--- src/rtl/fuel_pump_pkg.sv ---
// rtl/fuel_pump_pkg.sv - shared types and default parameters for the fuel-pump interlock
package fuel_pump_pkg;

    // Pump interlock states; ON is the only state in which the relay is driven.
    typedef enum logic {
        ST_OFF = 1'b0,
        ST_ON  = 1'b1
    } pump_state_e;

    localparam int DEF_SYNC_STAGES     = 2;
    localparam int DEF_DEBOUNCE_CYCLES = 1;

endpackage

--- src/rtl/sync_debounce.sv ---
// rtl/sync_debounce.sv - single-bit synchronizer followed by a consecutive-cycle debounce filter
module sync_debounce
    import fuel_pump_pkg::*;
#(
    parameter int SYNC_STAGES     = DEF_SYNC_STAGES,
    parameter int DEBOUNCE_CYCLES = DEF_DEBOUNCE_CYCLES
) (
    input  logic clock,
    input  logic resetN,
    input  logic din_i,
    output logic level_o
);

    localparam int CW = (DEBOUNCE_CYCLES > 1) ? $clog2(DEBOUNCE_CYCLES) : 1;
    localparam logic [CW-1:0] CNT_MAX = CW'(DEBOUNCE_CYCLES - 1);

    logic [SYNC_STAGES-1:0] sync_q;
    logic [CW-1:0]          cnt_q, cnt_d;
    logic                   level_q, level_d;
    logic                   sync_lvl;

    assign sync_lvl = sync_q[SYNC_STAGES-1];

    // Shift the raw asynchronous level through the metastability chain.
    always_ff @(posedge clock or negedge resetN) begin
        if (!resetN) begin
            sync_q <= '0;
        end else begin
            sync_q <= {sync_q[SYNC_STAGES-2:0], din_i};
        end
    end

    // Accept a new level in the cycle where it has differed for DEBOUNCE_CYCLES
    // consecutive cycles; the accepted level is forwarded combinationally so a
    // one-cycle filter adds no latency beyond the synchronizer.
    always_comb begin
        level_d = level_q;
        cnt_d   = '0;
        if (sync_lvl != level_q) begin
            if (cnt_q == CNT_MAX) begin
                level_d = sync_lvl;
            end else begin
                cnt_d = cnt_q + 1'b1;
            end
        end
    end

    // Hold the filtered level and the run-length of disagreement.
    always_ff @(posedge clock or negedge resetN) begin
        if (!resetN) begin
            cnt_q   <= '0;
            level_q <= 1'b0;
        end else begin
            cnt_q   <= cnt_d;
            level_q <= level_d;
        end
    end

    assign level_o = level_d;

endmodule

--- src/rtl/fuel_pump_logic.sv ---
// rtl/fuel_pump_logic.sv - anti-theft interlock that powers the fuel pump after ignition, brake and hidden switch coincide
module fuel_pump_logic
    import fuel_pump_pkg::*;
#(
    parameter int SYNC_STAGES     = DEF_SYNC_STAGES,
    parameter int DEBOUNCE_CYCLES = DEF_DEBOUNCE_CYCLES
) (
    input  logic clock,
    input  logic resetN,
    input  logic ignition,
    input  logic brake,
    input  logic hidden,
    output logic fuelPumpPower
);

    logic        ign, brk, hid;
    pump_state_e state_q, state_d;

    sync_debounce #(.SYNC_STAGES(SYNC_STAGES), .DEBOUNCE_CYCLES(DEBOUNCE_CYCLES)) u_ign (
        .clock   (clock),
        .resetN  (resetN),
        .din_i   (ignition),
        .level_o (ign)
    );

    sync_debounce #(.SYNC_STAGES(SYNC_STAGES), .DEBOUNCE_CYCLES(DEBOUNCE_CYCLES)) u_brk (
        .clock   (clock),
        .resetN  (resetN),
        .din_i   (brake),
        .level_o (brk)
    );

    sync_debounce #(.SYNC_STAGES(SYNC_STAGES), .DEBOUNCE_CYCLES(DEBOUNCE_CYCLES)) u_hid (
        .clock   (clock),
        .resetN  (resetN),
        .din_i   (hidden),
        .level_o (hid)
    );

    // Arm only on a full coincidence; once armed, only ignition-off disarms,
    // and ignition low always wins over brake/hidden.
    always_comb begin
        state_d = state_q;
        case (state_q)
            ST_OFF:  if (ign && brk && hid) state_d = ST_ON;
            ST_ON:   if (!ign)              state_d = ST_OFF;
            default:                        state_d = ST_OFF;
        endcase
    end

    // Interlock state register; reset forces the pump off immediately.
    always_ff @(posedge clock or negedge resetN) begin
        if (!resetN) begin
            state_q <= ST_OFF;
        end else begin
            state_q <= state_d;
        end
    end

    assign fuelPumpPower = (state_q == ST_ON);

endmodule

--- config.mk ---
export PLATFORM = sky130hd
export DESIGN_NAME = fuel_pump_logic
export DESIGN_NICKNAME = d
export VERILOG_FILES = /design/src/rtl/fuel_pump_pkg.sv /design/src/rtl/sync_debounce.sv /design/src/rtl/fuel_pump_logic.sv
export SDC_FILE = /design/constraint.sdc
export NUM_CORES = 1
export LEC_CHECK = 0
export ABC_CLOCK_PERIOD_IN_PS = 810
export CORE_AREA = 4 4 41 43
export CTS_BUF_LIST = sky130_fd_sc_hd__clkbuf_16
export DETAILED_ROUTE_END_ITERATION = 8
export DIE_AREA = 0 0 45 47
export MAX_ROUTING_LAYER = met4
export PLACE_DENSITY = 0.32
export SYNTH_ARGS = -nofsm -noshare
export SYNTH_HDL_FRONTEND = slang
export SYNTH_HIERARCHICAL = 1
export SYNTH_SLANG_ARGS = --single-unit
--- constraint.sdc ---
create_clock -name clock -period 0.81 [get_ports clock]
set_input_delay 0.243 -clock clock [delete_from_list [all_inputs] [get_ports clock]]
set_output_delay 0.243 -clock clock [all_outputs]
set_load 0.1 [all_outputs]
Word-level counts from Yosys, hierarchy flattened --
Index checks and enable logic that the tools add are counted. Widths: inputs -> output; s select.
Operators by class: add/sub/neg operators 3, equality and inequality tests 3, mux-type cells 15, bitwise operators 1, reductions and logical operators 2
Operators by type and width (count):
- $mux 1 | 14
- $add 1x1->1 const B | 3
- $ne 1x1->1 | 3
- $logic_and 1x1->1 | 2
- $pmux 1 s2 | 1
- $not 1->1 | 1
Storage, ports and cells: bits in registers 13, input port bits 5, output and inout port bits 1, logic and storage cells 34

Longest topological paths before layout --
Gate-level depths: netlist of the first run.
word-level depth 6, mapped depth 3, gate-level depth less buffers 2

Hierarchy --
The synthesis of the first run kept the hierarchy.
Modules (own cells, without submodules):
- sync_debounce | instances 3, cells each 3, area each 53.8 um2, seq. area each 50.0 um2
- fuel_pump_logic | instances 1, cells each 3, area each 36.3 um2, seq. area each 25.0 um2

Worst setup path before layout of the first run --
No wires, ideal clock.
path type flip-flop to flip-flop, start reg state_q (netlist: fuelPumpPower), end reg state_q (netlist: fuelPumpPower), data arrival time 1.096 ns, data required time 0.736 ns, slack -0.360 ns, cell stages (with the launch flop) 3, buffers on the path 0, cells stage by stage dfrtp_1 > a21oi_1 > nor2b_1
On the way: cells in the longest elaborated chain, start to end 2
RTL lines:
- from (decl) | RTL line fuel_pump_logic.sv:17 | pump_state_e state_q, state_d;
- from (signal assigned) | RTL line fuel_pump_logic.sv:56 | state_q <= state_d;
- $not 1->1 | RTL line fuel_pump_logic.sv:44 | case (state_q)
- $pmux 1 s2 (*) | RTL line fuel_pump_logic.sv:44
- named net state_d | RTL line fuel_pump_logic.sv:17
Mark *: on every way through the listed nets, which the timed path passes. The rest lies on a longest branch.

Worst setup path in the final report of the first run --
start reg state_q (netlist: fuelPumpPower), end out fuelPumpPower
RTL lines:
- to (decl) | RTL line fuel_pump_logic.sv:13 | output logic fuelPumpPower
No word-level cell between the ends.

==> flow_summary.ini, run 1 <==
[floorplanning]
fp-row-count = 13
floorplan.die_area_um2 = 2115
die_width_um = 45
top_level_ports = 6
initial_core_utilization_pct = 15.19
dieHeight_um = 47
placeableCoreArea_um2 = 1301

[drt]
ant_nets = 0
detailroute.via_count = 122
avgRoutedWirePerCell_um = 7.833
firstDrtPassIters = 1
detail_route.iter0.violations = 0
detail_route.drc_violations = 0
post_drt_via_cell_ratio = 3.389
postRouteWirelength_um = 282

[worst_setup_path]
worst-path-stages = 1
timing.rr.start = fuelPumpPower
timing.reg2reg.worst_path_depth = 4
crit_family = flip-flops
endpoint_kind = output port
worst_path_cell_chain = buf_12
category_of_the_worst_setup_path_launch_point = flop
worst-endpoint-arrival_ps = 880
rrSetupSlack_ps = -160
cpPeakStageDelay_ps = 480
slowest_stage = dfrtp_4
path_class = reg2out
worstPathRequired_ps = 570
worstReg2RegEnd = fuelPumpPower
crit_buf_inv = 1
worst-path-max-fanout = 2

[outcome]
violations = negative setup slack
result_of_the_run = complete, but fails checks

[power]
power_density_nw_per_um2 = 3375
vdd.ir_drop.worst_mv = 1.134
power.static_leakage_nw = 0.1680
power.total_mw = 1.275

[cells_and_area]
final_util_pct = 29.04
final_layout_size_suffix_gt1_share_pct = 42.86
antennaDiodeCount = 0
num-nets-final = 27
area.growth.synth_to_final_pct = 91.14

[sta]
maxSlewHeadroom_pct = 94.16
min_period_ps = 1120
worst_pin_slew_ps = 87.34
timing.fmax_ghz = 0.8928
rsz0062_at_grt = true
final.period_utilization_pct = 138.3
final_hold_viol_count = 0
fin_skew_ps = 0.4555
timing_max_transition_violations_final = 0
final_critical_path_setup_slack_ps = -310.0
setup-violations-final = 2

[synth]
synth_fp_nets = 17
synth.ff_latch_count = 7
yosysSeqAreaShare_pct = 88.61
syn-mean-instance-area_um2 = 16.47
netlist_instances = 12
yosysWarnings = 6
synth.cell_area_um2 = 197.7
synth_cell_types = 4

[cts]
htree_num_levels = 1
clk-insertion-delay-late_ps = 230
cts.reportedPaths.clkPinSlew_ps = 30
cts_tree = built
clk_tree_root_cell = clkbuf_16
cts_buffers = 3
holdBufCountCts = 0
cts.sinks = 7
ctsLongestPathBuffers = 2

[min_path]
worstHoldPathType = in2async

[place]
finalWeightedCongestion = 0.5283
io_buffer_count = 5

[global_route]
antenna_found_initial = 0
grt_first_pass_wirelength_um = 462
globalRoute.totalOverflow = 0
first_global_vias = 117
grt_start_max_net_pins = 7
global_route.usage.total_pct = 4.280

[run]
max-cap-violations = 0
-- worst max-delay path by stage --
| stage | start | to |
|---|---|---|
| 3_5_place_dp | fuelPumpPower | fuelPumpPower |
| 2_1_floorplan | fuelPumpPower | fuelPumpPower |
| 4_1_cts | fuelPumpPower | fuelPumpPower |
| 3_3_place_gp | fuelPumpPower | fuelPumpPower |
| 6_report | fuelPumpPower | fuelPumpPower |
| 5_1_grt | fuelPumpPower | fuelPumpPower |
-- timing repair --
action	CTS	global route
buffers inserted	1	0
resized for setup	1	0
setup endpoints to repair	2	2
-- logic make-up (layout without fill, tap and decap cells) --
family,count (synthesis),after routing,synth area share [%]
buffers and inverters,3,12,5.696
AO/OA/AOI/OAI,1,1,2.529
flip-flops,7,7,88.61
AND/OR/NAND/NOR,1,1,3.167
-- where the power goes --
part | total (mW) | switching [mW] | internal (mW) | leakage [nW]
logic | 0.0841 | 0.0386 | 0.0454 | 0.0442
registers | 0.380 | 0.00776 | 0.372 | 0.0815
clock network | 0.811 | 0.171 | 0.640 | 0.0423
-- cell usage in the layout, fill, tap and decap left out, drive strengths merged --
master / synthesis / final
a21oi: 1 / 1
nor2b: 1 / 1
buf: 0 / 4
dfrtp: 7 / 7
inv: 0 / 1
clkbuf: 3 / 3
clkdlybuf4s50: 0 / 4
-- per-stage QoR --
stage / area [um^2] / std cells / hold WS, ps / TNS (ps) / worst slack, ps
6_report: 377.9 / 36 / 173.3 / -468.5 / -310.0
3_5_place_dp: 287.8 / 31 / 334.7 / -137.9 / -73.41
2_1_floorplan: 205.2 / 12 / -52.59 / -125.2 / -95.30
5_1_grt: 377.9 / 36 / 180.4 / -514.4 / -327.0
4_1_cts: 377.9 / 36 / 171.8 / -487.2 / -317.2
3_3_place_gp: 287.8 / 31 / 333.5 / -130.7 / -71.37
-- registers in the layout, indices dropped and copies added (netlist names) --
signal	flops
u_hid/sync_q	2
fuelPumpPower	1
u_ign/sync_q	2
u_brk/sync_q	2
-- layer usage --
layer / part of all wire [%] / up-vias / GRT usage [%]
met5: 0 / - / -
met4: 8.2 / 0 / 7.018
met3: 16 / 4 / 4.981
met2: 39 / 8 / 4.520
met1: 37 / 58 / 2.564
li1: - / 52 / -
-- cell type report --
cell class              instances  area, um^2
clock buffers                   3       75.07
fillers                       139       923.4
clock inverters                 1       3.754
well taps                      15       18.77
flip-flops and latches          7       178.9
multi-input cells               2       15.01
repair buffers                  8       86.33
-- Yosys cell counts (all sizes together) --
master | number | area (um^2)
dfrtp | 7 | 175.2
clkbuf | 3 | 11.26
a21oi | 1 | 5.000
nor2b | 1 | 6.260
No activity file was read; power rests on OpenSTA's default activity.
==> run 2, diff against run 1 <==
ABC_AREA = 1   (was not set)
GPL_ROUTABILITY_DRIVEN = 0   (was not set)
PLACE_DENSITY = 0.33   (was 0.32)
==> flow_summary.ini, run 2 <==
[outcome]
result_of_the_run = complete, but fails checks
violations = negative setup slack

[worst_setup_path]
timing.rr.start = fuelPumpPower
worst-path-stages = 1
worst-endpoint-arrival_ps = 880
worstReg2RegEnd = fuelPumpPower
rrSetupSlack_ps = 0
path_class = reg2out
endpoint_kind = output port
category_of_the_worst_setup_path_launch_point = flop
cpPeakStageDelay_ps = 480
worst-path-max-fanout = 2
timing.reg2reg.worst_path_depth = 3
worstPathRequired_ps = 570
worst_path_cell_chain = buf_12
slowest_stage = dfrtp_4
crit_buf_inv = 1
crit_family = flip-flops

[synth]
synth.cells.most_frequent = dfrtp_1, clkbuf_1, inv_1, a21oi_2, nand2_1
synth.cell_area_um2 = 206.4
synth.most_common_cell = dfrtp_1
synthTopCellsByArea = dfrtp_1, clkbuf_1, a21oi_2
synth_fp_nets = 19
yosysSeqAreaShare_pct = 84.85
synth-edff-count = 0
synth_top_cell_by_area = dfrtp_1
synth.ff_latch_count = 7
yosysWarnings = 6
ys.flop_type = dfrtp_1
synth_largest_type_area_fraction_pct = 84.85
synth_async_sr_flop_share_pct = 100.0
netlist_instances = 14
syn-mean-instance-area_um2 = 14.75
synth_cell_types = 5

[sta]
setup-violations-final = 1
timing_max_transition_violations_final = 0
setup-tns-final_ps = -310.8
fin_skew_ps = 1.398
min_period_ps = 1121
fin_hold_ws_ps = 303.8
worst_pin_slew_ps = 87.51
rsz0062_at_grt = true
maxSlewHeadroom_pct = 94.17
final_critical_path_setup_slack_ps = -310.8
timing.fmax_ghz = 0.8922
final.period_utilization_pct = 138.4
final_hold_viol_count = 0

[cts]
cts.sinks = 7
ctsLongestPathBuffers = 2
clk_tree_root_cell = clkbuf_16
cts_buffers = 3
cts-resized-gates = 0
holdBufCountCts = 0
cts.reportedPaths.clkPinSlew_ps = 40
cts_tree = built
htree_num_levels = 1
cts.repair_timing.setup_buffer_count = 0
clk-insertion-delay-late_ps = 230

[min_path]
worstHoldPathType = in2async

[global_route]
grt_start_max_net_pins = 5
globalRoute.totalOverflow = 0
global_route.usage.total_pct = 4.351
antenna_found_initial = 0
grt_first_pass_wirelength_um = 483
first_global_vias = 130

[floorplanning]
initial_core_utilization_pct = 15.87
top_level_ports = 6
fp-row-count = 13
dieHeight_um = 47
placeableCoreArea_um2 = 1301
floorplan.die_area_um2 = 2115
die_width_um = 45

[drt]
detail_route.iter0.violations = 0
ant_nets = 0
post_drt_via_cell_ratio = 2.921
avgRoutedWirePerCell_um = 7.474
postRouteWirelength_um = 284
firstDrtPassIters = 1
detailroute.via_count = 111
detail_route.drc_violations = 0

[power]
power_density_nw_per_um2 = 3360
vdd.ir_drop.worst_mv = 1.189
power.static_leakage_nw = 0.1740

[cells_and_area]
most_frequent_cells_in_the_layout = dfrtp_1, clkdlybuf4s50_1, clkbuf_16, buf_4, inv_1
final_layout_size_suffix_gt1_share_pct = 43.48
area.growth.synth_to_final_pct = 83.64
biggestRegsByFlops = u_brk/sync_q (2), u_hid/sync_q (2), u_ign/sync_q (2)
final_util_pct = 29.13
antennaDiodeCount = 0
num-nets-final = 29
layout.cells.most_common = dfrtp_1

[place]
preCtsSetupSlack_ps = -72.38
io_buffer_count = 5

[run]
max-cap-violations = 0
## run 2: cell types whose count changed after synthesis
cell / delta
inv_1: +2
a21oi_1: -1
a21oi_2: +1
nand2_1: +1
nor2b_1: -1
## run 2: logic make-up (layout without fill, tap and decap cells)
| logic type | count (synthesis) | after routing | share of synthesized area (%) |
|---|---|---|---|
| AO/OA/AOI/OAI | 1 | 1 | 4.243 |
| AND/OR/NAND/NOR | 1 | 1 | 1.816 |
| buffers and inverters | 5 | 14 | 9.092 |
| flip-flops | 7 | 7 | 84.85 |
## run 2: cell type report
type,count,area [um^2]
Clock buffer,3,75.07
Clock inverter,1,3.754
Fill cell,138,922.1
Inverter,2,7.507
Multi-Input combinational cell,2,12.51
Sequential cell,7,178.9
Tap cell,15,18.77
Timing Repair Buffer,8,82.58
## run 2: stage by stage
step	total power, mW	instances	area (um^2)
after detailed placement	0.4673	34	300.3
final	1.274	38	379.1
after CTS	1.291	38	379.1
after global routing	1.324	38	379.1
after global placement	0.4659	34	300.3
after floorplan	0.4170	14	210.2
## run 2: where the power goes
| part | switching, mW | internal [mW] |
|---|---|---|
| combinational | 0.0400 | 0.0423 |
| clock | 0.172 | 0.641 |
| sequential | 0.00652 | 0.372 |
| total | 0.219 | 1.05 |
## run 2: how the worst max path moves through the flow
stage | to | start
floorplan | fuelPumpPower | fuelPumpPower
global placement | fuelPumpPower | fuelPumpPower
detailed placement | fuelPumpPower | fuelPumpPower
CTS | fuelPumpPower | fuelPumpPower
global route | fuelPumpPower | fuelPumpPower
finish | fuelPumpPower | fuelPumpPower
## run 2: metal layers
metal | track usage [%] | wire length, um
met3 | 4.981 | 49
met1 | 3.241 | 110
met5 | - | 0
met2 | 3.955 | 118
met4 | 7.018 | 6
